`src/rtl/led_scan_pwm_pkg.sv`:
```
// Shared scan-driver parameters and state encoding.
// Debug logic decodes scan_state_t from here.
package led_scan_pwm_pkg;

    localparam int SCAN_ROWS        = 8;
    localparam int SCAN_COLS        = 8;
    localparam int PWM_LEVELS       = 16;
    localparam int SLOT_CYCLES_DEF  = 64;
    localparam int BLANK_CYCLES_DEF = 8;

    localparam int ROW_W  = 3;
    localparam int PIX_W  = 4;
    localparam int SLOT_W = 4;

    localparam logic [SLOT_W-1:0] LAST_SLOT  = SLOT_W'(PWM_LEVELS - 1);
    localparam logic [3:0]        FETCH_LAST = 4'(SCAN_COLS);
    localparam logic [ROW_W-1:0]  LAST_ROW   = ROW_W'(SCAN_ROWS - 1);

    typedef enum logic [1:0] {
        SCAN_IDLE  = 2'd0,
        SCAN_FETCH = 2'd1,
        SCAN_BLANK = 2'd2,
        SCAN_SHOW  = 2'd3
    } scan_state_t;

    typedef logic [SCAN_COLS-1:0][PIX_W-1:0] line_buf_t;

    function automatic logic [SCAN_ROWS-1:0] row_onehot(
        input logic [ROW_W-1:0] idx
    );
        return SCAN_ROWS'(1) << idx;
    endfunction

endpackage

```
`src/rtl/led_scan_pwm_col_cmp.sv`:
```
// Per-column PWM compare: a column sinks (0) while
// the current slot is below that pixel's value.
module led_scan_pwm_col_cmp
    import led_scan_pwm_pkg::*;
(
    input  logic [SLOT_W-1:0]    slot,
    input  line_buf_t            line_buf,
    output logic [SCAN_COLS-1:0] col_n
);

    // Value 0 is never lit, value 15 is lit in slots 0..14.
    always_comb begin
        col_n = '1;
        for (int j = 0; j < SCAN_COLS; j++) begin
            col_n[j] = !(slot < line_buf[j]);
        end
    end

endmodule

```
`src/rtl/led_scan_pwm.sv`:
```
// Row-multiplexed 8x8 LED scan driver with
// 16-level PWM and one-hot display RAM fetch.
module led_scan_pwm
    import led_scan_pwm_pkg::*;
#(
    parameter int SLOT_CYCLES  = SLOT_CYCLES_DEF,
    parameter int BLANK_CYCLES = BLANK_CYCLES_DEF
) (
    input  logic                 clk,
    input  logic                 rst_n,
    input  logic                 en,
    input  logic [PIX_W-1:0]     led_data,
    output logic [SCAN_ROWS-1:0] rd_row,
    output logic [SCAN_COLS-1:0] rd_col,
    output logic [SCAN_ROWS-1:0] row_out,
    output logic [SCAN_COLS-1:0] col_out,
    output logic [ROW_W-1:0]     scan_row,
    output logic                 frame_start
);

    localparam int CNT_MAX = (SLOT_CYCLES > BLANK_CYCLES) ?
                             SLOT_CYCLES : BLANK_CYCLES;
    localparam int CW = $clog2(CNT_MAX);

    localparam logic [CW-1:0] SLOT_LAST  = CW'(SLOT_CYCLES - 1);
    localparam logic [CW-1:0] BLANK_LAST = CW'(BLANK_CYCLES - 1);

    scan_state_t         state;
    logic [CW-1:0]       cnt;
    logic [3:0]          fidx;
    logic [SLOT_W-1:0]   slot;
    line_buf_t           line_buf;
    logic [2:0]          widx;
    logic [SLOT_W-1:0]   cmp_slot;
    logic [SCAN_COLS-1:0] cmp_col_n;

    // Fetch cycle k stores the word addressed in cycle k-1.
    assign widx = 3'(fidx - 4'd1);

    // Compare against the slot about to start so col_out
    // can be registered exactly at the slot boundary.
    always_comb begin
        cmp_slot = '0;
        if (state == SCAN_SHOW) begin
            cmp_slot = slot + 4'd1;
        end
    end

    led_scan_pwm_col_cmp u_cmp (
        .slot     (cmp_slot),
        .line_buf (line_buf),
        .col_n    (cmp_col_n)
    );

    // Line buffer: written only while fetching, stable in SHOW.
    always_ff @(posedge clk or negedge rst_n) begin
        if (!rst_n) begin
            line_buf <= '0;
        end else if (en && state == SCAN_FETCH && fidx != 4'd0) begin
            line_buf[widx] <= led_data;
        end
    end

    // Scan FSM with registered RAM address and matrix drive.
    always_ff @(posedge clk or negedge rst_n) begin
        if (!rst_n) begin
            state       <= SCAN_IDLE;
            cnt         <= '0;
            fidx        <= '0;
            slot        <= '0;
            rd_row      <= 8'h01;
            rd_col      <= 8'h01;
            row_out     <= 8'h00;
            col_out     <= 8'hFF;
            scan_row    <= '0;
            frame_start <= 1'b0;
        end else if (!en) begin
            state       <= SCAN_IDLE;
            cnt         <= '0;
            fidx        <= '0;
            slot        <= '0;
            rd_row      <= 8'h01;
            rd_col      <= 8'h01;
            row_out     <= 8'h00;
            col_out     <= 8'hFF;
            scan_row    <= '0;
            frame_start <= 1'b0;
        end else begin
            frame_start <= 1'b0;
            unique case (state)
                SCAN_IDLE: begin
                    state       <= SCAN_FETCH;
                    fidx        <= '0;
                    scan_row    <= '0;
                    rd_row      <= 8'h01;
                    rd_col      <= 8'h01;
                    frame_start <= 1'b1;
                end
                SCAN_FETCH: begin
                    if (fidx == FETCH_LAST) begin
                        state <= SCAN_BLANK;
                        cnt   <= '0;
                    end else begin
                        fidx <= fidx + 4'd1;
                        if (fidx < 4'd7) begin
                            rd_col <= rd_col << 1;
                        end
                    end
                end
                SCAN_BLANK: begin
                    if (cnt == BLANK_LAST) begin
                        state   <= SCAN_SHOW;
                        cnt     <= '0;
                        slot    <= '0;
                        row_out <= row_onehot(scan_row);
                        col_out <= cmp_col_n;
                    end else begin
                        cnt <= cnt + CW'(1);
                    end
                end
                SCAN_SHOW: begin
                    if (cnt == SLOT_LAST) begin
                        cnt <= '0;
                        if (slot == LAST_SLOT) begin
                            state       <= SCAN_FETCH;
                            fidx        <= '0;
                            row_out     <= 8'h00;
                            col_out     <= 8'hFF;
                            scan_row    <= scan_row + 3'd1;
                            rd_row      <= row_onehot(scan_row + 3'd1);
                            rd_col      <= 8'h01;
                            frame_start <= (scan_row == LAST_ROW);
                        end else begin
                            slot    <= slot + 4'd1;
                            col_out <= cmp_col_n;
                        end
                    end else begin
                        cnt <= cnt + CW'(1);
                    end
                end
                default: begin
                    state <= SCAN_IDLE;
                end
            endcase
        end
    end

endmodule

```
`config.mk`:
```
export PLATFORM = sky130hd
export DESIGN_NAME = led_scan_pwm
export DESIGN_NICKNAME = d
export VERILOG_FILES = /design/src/rtl/led_scan_pwm_pkg.sv /design/src/rtl/led_scan_pwm_col_cmp.sv /design/src/rtl/led_scan_pwm.sv
export SDC_FILE = /design/constraint.sdc
export NUM_CORES = 1
export LEC_CHECK = 0
export ABC_AREA = 1
export CORE_MARGIN = 2
export CORE_UTILIZATION = 38
export CTS_CLUSTER_DIAMETER = 120
export DETAILED_ROUTE_END_ITERATION = 10
export GPL_TIMING_DRIVEN = 0
export HOLD_SLACK_MARGIN = 0.06
export PLACE_DENSITY_LB_ADDON = 0.08
export SYNTH_ARGS = -nofsm -noshare
export SYNTH_HDL_FRONTEND = slang
export SYNTH_SLANG_ARGS = --single-unit
```
`constraint.sdc`:
```
create_clock -name clk -period 3.86 [get_ports clk]
set_input_delay 0.772 -clock clk [delete_from_list [all_inputs] [get_ports clk]]
set_output_delay 0.772 -clock clk [all_outputs]
set_load 0.02 [all_outputs]
```
; After elaboration in Yosys (flattened, before gate mapping)
; Cells that the tools add are included.
[word_totals]
ff_bits = 84
in_bits = 7
[classes]
n_addsub = 5
order_cmp = 11
n_eq_ne = 19
n_shift = 2
mux = 53
n_reduce_logical = 21
[op_table]
columns = cell, n
row1 = $mux 8, 16
row2 = $pmux 8 s2, 3
row3 = $mux 4, 10
row4 = $bwmux 32, 1
row5 = $lt 4x4->1, 8
row6 = $mux 6, 4
row7 = $pmux 8 s3, 1
row8 = $pmux 6 s3, 1
row9 = $reduce_and 4->1, 4
row10 = $shl 1x3->8 const A, 2
row11 = $demux 4 s3, 1
row12 = $ne 3x2->1 const B, 4
row13 = $pmux 4 s3, 1
row14 = $mux 2, 5
row15 = $mux 3, 3
row16 = $ne 3x3->1 const B, 3
row17 = $add 4x1->4 const B, 2
row18 = $eq 4x4->1 const B, 2
row19 = $logic_not 1->1, 8
row20 = $ne 4x1->1 const B, 2
row21 = $pmux 2 s4, 1
row22 = $pmux 4 s2, 1
row23 = $add 6x1->6 const B, 1
row24 = $eq 6x3->1 const B, 1
row25 = 19 further kinds, 26

; Logic depth before layout (Yosys ltp)
[depth]
ltp_word = 8
depth_mapped = 13
depth_no_buf = 12

; Hierarchy
; From an unflattened synthesis, not the netlist that was laid out.
[hier_totals]
hier_cells = 602
area_unflattened_um2 = 4758.3
[modules_own_cells]
columns = module, instances, cells_each, area_per_inst_um2, seq_area_each_um2
row1 = led_scan_pwm, 1, 481, 4083.9, 2114.5
row2 = led_scan_pwm_col_cmp, 1, 121, 674.4, 0.0

; Least setup slack after synthesis
; OpenSTA, ideal clock, no wires.
[synth_timing]
kind = input port to flip-flop
start = input en
end = register scan_row[2]
setup_time_ns = 0.123
t_arrival_ns = 1.701
t_required_ns = 3.737
setup_slack_ns = 2.036
path_stages = 10
path_buffers = 2
cell_sequence = buf_6 > nand2_1 > inv_1 > nand2_1 > inv_1 > nor2_4 > nand2_1 > buf_2 > nand2_1 > o21ai_1
[synth_between]
elab_chain_len = 2
word_cells_on_any_way = 5
classes_between = eq/ne (3) / mux (1) / reduce/logical (1)
[synth_rtl]
columns = element, line_no
row1 = start: declaration, led_scan_pwm.sv:11  ; input logic en,
row2 = $ne 3x2->1 (no line) / $ne 3x1->1 (equally long branches), n/a
row3 = $reduce_and 3->1 (no line), n/a
row4 = end signal: assignment, led_scan_pwm.sv:129  ; scan_row <= scan_row + 3'd1;
row5 = end: declaration, led_scan_pwm.sv:17  ; output logic [ROW_W-1:0] scan_row,
; Parallel ways exist; a longest one is shown, timed or not.
; A chain may end at the register's enable or synchronous reset.

; Worst setup path in the final report
[layout_timing]
start = register rd_col[0]
end = output rd_col[0]
[layout_rtl]
columns = element, line_no
row1 = start: declaration, led_scan_pwm.sv:14  ; output logic [SCAN_COLS-1:0] rd_col,
row2 = start signal: assignment, led_scan_pwm.sv:106  ; rd_col <= rd_col << 1;
; No word-level cell between the ends.

==> results list <==
- Based on the critical path, the design can be clocked at up to 444 MHz.
* Crit path max-delay family: buffers and inverters
* Async set-or-reset flop fraction in the synthesized netlist: 1.00
- Initial core utilization: 0.390
- Resize count post-CTS: 0
* Period utilization: 0.583
- Number of cells on the worst reg-to-reg path: 11
- When the netlist entered floorplanning its net count stood at 603.
* 1st-pass router iterations: 4
- The synthesized netlist contains 35 unique library cells.
- In the routed design, unresolved DRC markers number 0.
- Detailed placement ended at an HPWL of 7290 µm.
* Maximum level of the CTS H-tree: 3
- Once layout is complete, the utilization of the core stands at 0.470.
- The floorplan step set the die width to 112 µm.
- Maximum buffer depth of the clock tree: 2
- Endpoint type of the worst setup path: output pin
- Of the cells placed in the final design, the portion with a size suffix greater than 1 is 0.0886.
- The area growth from synthesis to layout is 20.6%.
- Post-CTS repair timing setup buffer count: 0
* Final Critical Period: 2.25 ns
- Global Route met1 Usage: 0.217
- Mux contribution to synthesized area: 0
- The synthesized-area fraction occupied by ao, oa, aoi and oai cells was 0.105.
- TritonCTS built the clock tree.
* Clock tree sinks: 84
- The floorplan step defined a die boundary enclosing 12,600 µm².
- In this run, post-CTS hold repair placed 0 buffers.
- Area leader, netlist: dfrtp_1
- The design draws 2.94 mW.
- The number of endpoints with negative hold slack in the final report was 0.
- The worst pin sits at a relative slew slack of 0.684.
- For this run, the number of standard cells in the final layout without fillers is 775.
- Number of port buffers: 42
- Number of enable-type register cells in the synthesized netlist: 0
- Count of buffer and inverter cells on the critical path: 1
- Vias: 3,649
* Number of core rows: 39
- Of the total synthesized cell area, the portion taken by full adders, half adders and majority gates is 0.0647.
- Per-instance average area after synthesis: 7.76 µm²
- The most used flip-flop cell after synthesis is dfrtp_1.
- For this design, the slowest cell found on the critical path is clkdlybuf4s50_1.
* Global-route congestion overflow total: 0
- Along the worst path, the maximum fanout reaches 3.
* Post-Route Setup TNS: 0 ns
* Flip-flop and latch count after synthesis: 84
- Stages on the worst setup path: 1
- Traced cell by cell, the critical path runs through clkdlybuf4s50_1.
- Clock-pin slew was measured on the worst setup and hold paths at 0.06 ns.
* Largest stage delay, worst path: 0.60 ns
- Summed over all cells, the static leakage comes to 2.68 nW.
* Area taken by flip-flops and latches: 2110 µm²
* Average via count per standard cell: 4.71
- During synthesis, Yosys emitted a total of 0 warnings.
* Tot GR Track Use: 0.167
- The worst-case IR drop observed on VDD is 0.330 mV.
- For this run, the post-layout net count is 657.
- At the end of routability-driven placement, the weighted congestion stood at 0.803.
- Combinational family with the most area after synthesis: simple AND/OR/NAND/NOR gates
- The share of the Yosys chip area taken by registers is 0.475.
- Of the total synthesized cell area, the portion taken by AND, OR, NAND and NOR gates is 0.278.
- For this run, global-route usage on met3 was measured as 0.0432.
* Design area: 5370 µm²
* Crit start category: register
- Crit Path Class: register to output pin
- Synthesis produced a netlist whose cell count is 573.
- Setup violations remaining at the end of the flow were counted as 0.
- Cell count after placement: 759
- At the later pin of the worst-skew pair, clock insertion delay measures 0.35 ns.
- First DRT Iteration DRCs: 218
- Top cells by area, synth: dfrtp_1 42%, nand2_1 18%, o21ai_0 7.5%
- At the worst endpoint, the required time is 3.09 ns.
- Counting the fill cells in the layout gives 1,162.
- met2 is the most crowded layer.
- Vertical extent of the die: 112 µm
- After detailed routing, the average wire length per cell comes to 12.6 µm.
* Area used by multi-input combinational logic: 1990 µm²
* Routed wire length: 9770 µm
- Global-route wire length before repair: 16,700 µm
* CTS buffer count: 9
- During I/O placement, the number of pins put on the boundary was 43.
- XOR/XNOR Fraction of Synth Area: 0
* Slew at the pin closest to its max-slew limit: 0.474 ns
* Class of the tightest hold or removal check: input pin to async pin
* Area post-placement: 5070 µm²
- Met2 Usage GRT: 0.276
* Number of global-route vias before repair: 3,385
- Power density relative to cell area: 549 nW/µm²
- Inserted Diodes: 0
* Area of the core region: 11,400 µm²
* Post-synth design cell area: 4450 µm²
* Proportion of netlist area held by the largest area contributor: 0.416
* Detail Route Antenna Nets: 0
- Data on the critical path arrives at its endpoint at 1.48 ns.
- The number of antenna violations at the first check in global routing is 0.
- Maximum number of pins on one net before global-route repair: 64
- Setup repair after global routing left no endpoint under its margin.
- The flow ran to the end, and the final reports show no timing, DRC or antenna violations.
- Count of pins over their slew limit: 0
- CTS placed an instance of clkbuf_16 at the clock tree root.
- For the final database, setup skew stands at 0.00792 ns.
- Max-cap violations in this run came to 0.
## routing by layer
layer,vias up,wire (µm)
met5,-,0
met4,0,127
met3,12,313
met2,44,4690
met1,1677,4640
li1,1916,-
## cells in the mapped netlist (3+ instances only)
cell type and count:
nor2_1 35, inv_1 68, a21boi_1 5, or2_2 5, buf_4 4, nand2_1 213, buf_2 3, nand4_1 4
nand3_1 32, ha_1 23, dfrtp_1 74, o21ai_0 67, dfstp_2 10
## sequential cells by signal (all words and copies together), names as in the netlist
register,flops
row_out,8
cnt,6
col_out,8
line_buf,32
rd_row,8
rd_col,8
scan_row,3
slot,4
state,2
fidx,4
frame_start,1
## report_power, final
group | internal, mW | total (mW) | switching [mW]
clock network | 0.497 | 0.849 | 0.352
logic | 0.349 | 0.947 | 0.598
registers | 1.05 | 1.15 | 0.0984
total | 1.90 | 2.94 | 1.05
## logic make-up (layout without fill, tap and decap cells)
logic type / count (synthesis) / after routing
compound gates: 84 / 84
fa+ha+maj: 23 / 23
buf+inv: 82 / 141
flops: 84 / 84
simple gates: 300 / 300
## cells in the final DEF (no fill, tap or decap), drive strengths merged, types with 5 or more instances in the layout
master           n
clkdlybuf4s50   41
nand3           33
nand2          215
clkbuf          12
buf             11
dfrtp           74
a21boi           5
or2              6
o21ai           71
nor2            38
inv             70
nand4            5
ha              23
dfstp           10
## final timing paths
check / endpoint / slack, ns / start
min reg2reg: col_out[5]$_DFFE_PN1P_ / 0.47 / col_out[5]$_DFFE_PN1P_
max reg2reg: col_out[4]$_DFFE_PN1P_ / 1.91 / state[0]$_DFFE_PN0P_
max in group asynchronous: rd_row[0]$_DFFE_PN1P_ / 2.90 / rst_n
min: rd_col[7]$_DFFE_PN0P_ / 0.32 / rst_n
max: rd_col[0] / 1.61 / rd_col[0]$_DFFE_PN1P_
min in group clk: col_out[5]$_DFFE_PN1P_ / 0.47 / col_out[5]$_DFFE_PN1P_
## per-stage QoR
step | hold WS (ns) | setup slack (ns)
floorplan | 0.453 | 2.04
global placement | 0.461 | -1.21
detailed placement | 0.462 | 1.31
CTS | 0.325 | 1.59
global route | 0.335 | 1.48
finish | 0.321 | 1.61
## final cells by class
type	count	area share
clock buffer	9	0.0420
inverter	70	0.0490
buffer	12	0.0149
clock inverter	7	0.0126
multi-input combinational	407	0.371
timing repair buffer	43	0.0830
tap	143	0.0333
sequential	84	0.394
(Power assumes the default switching activity.)
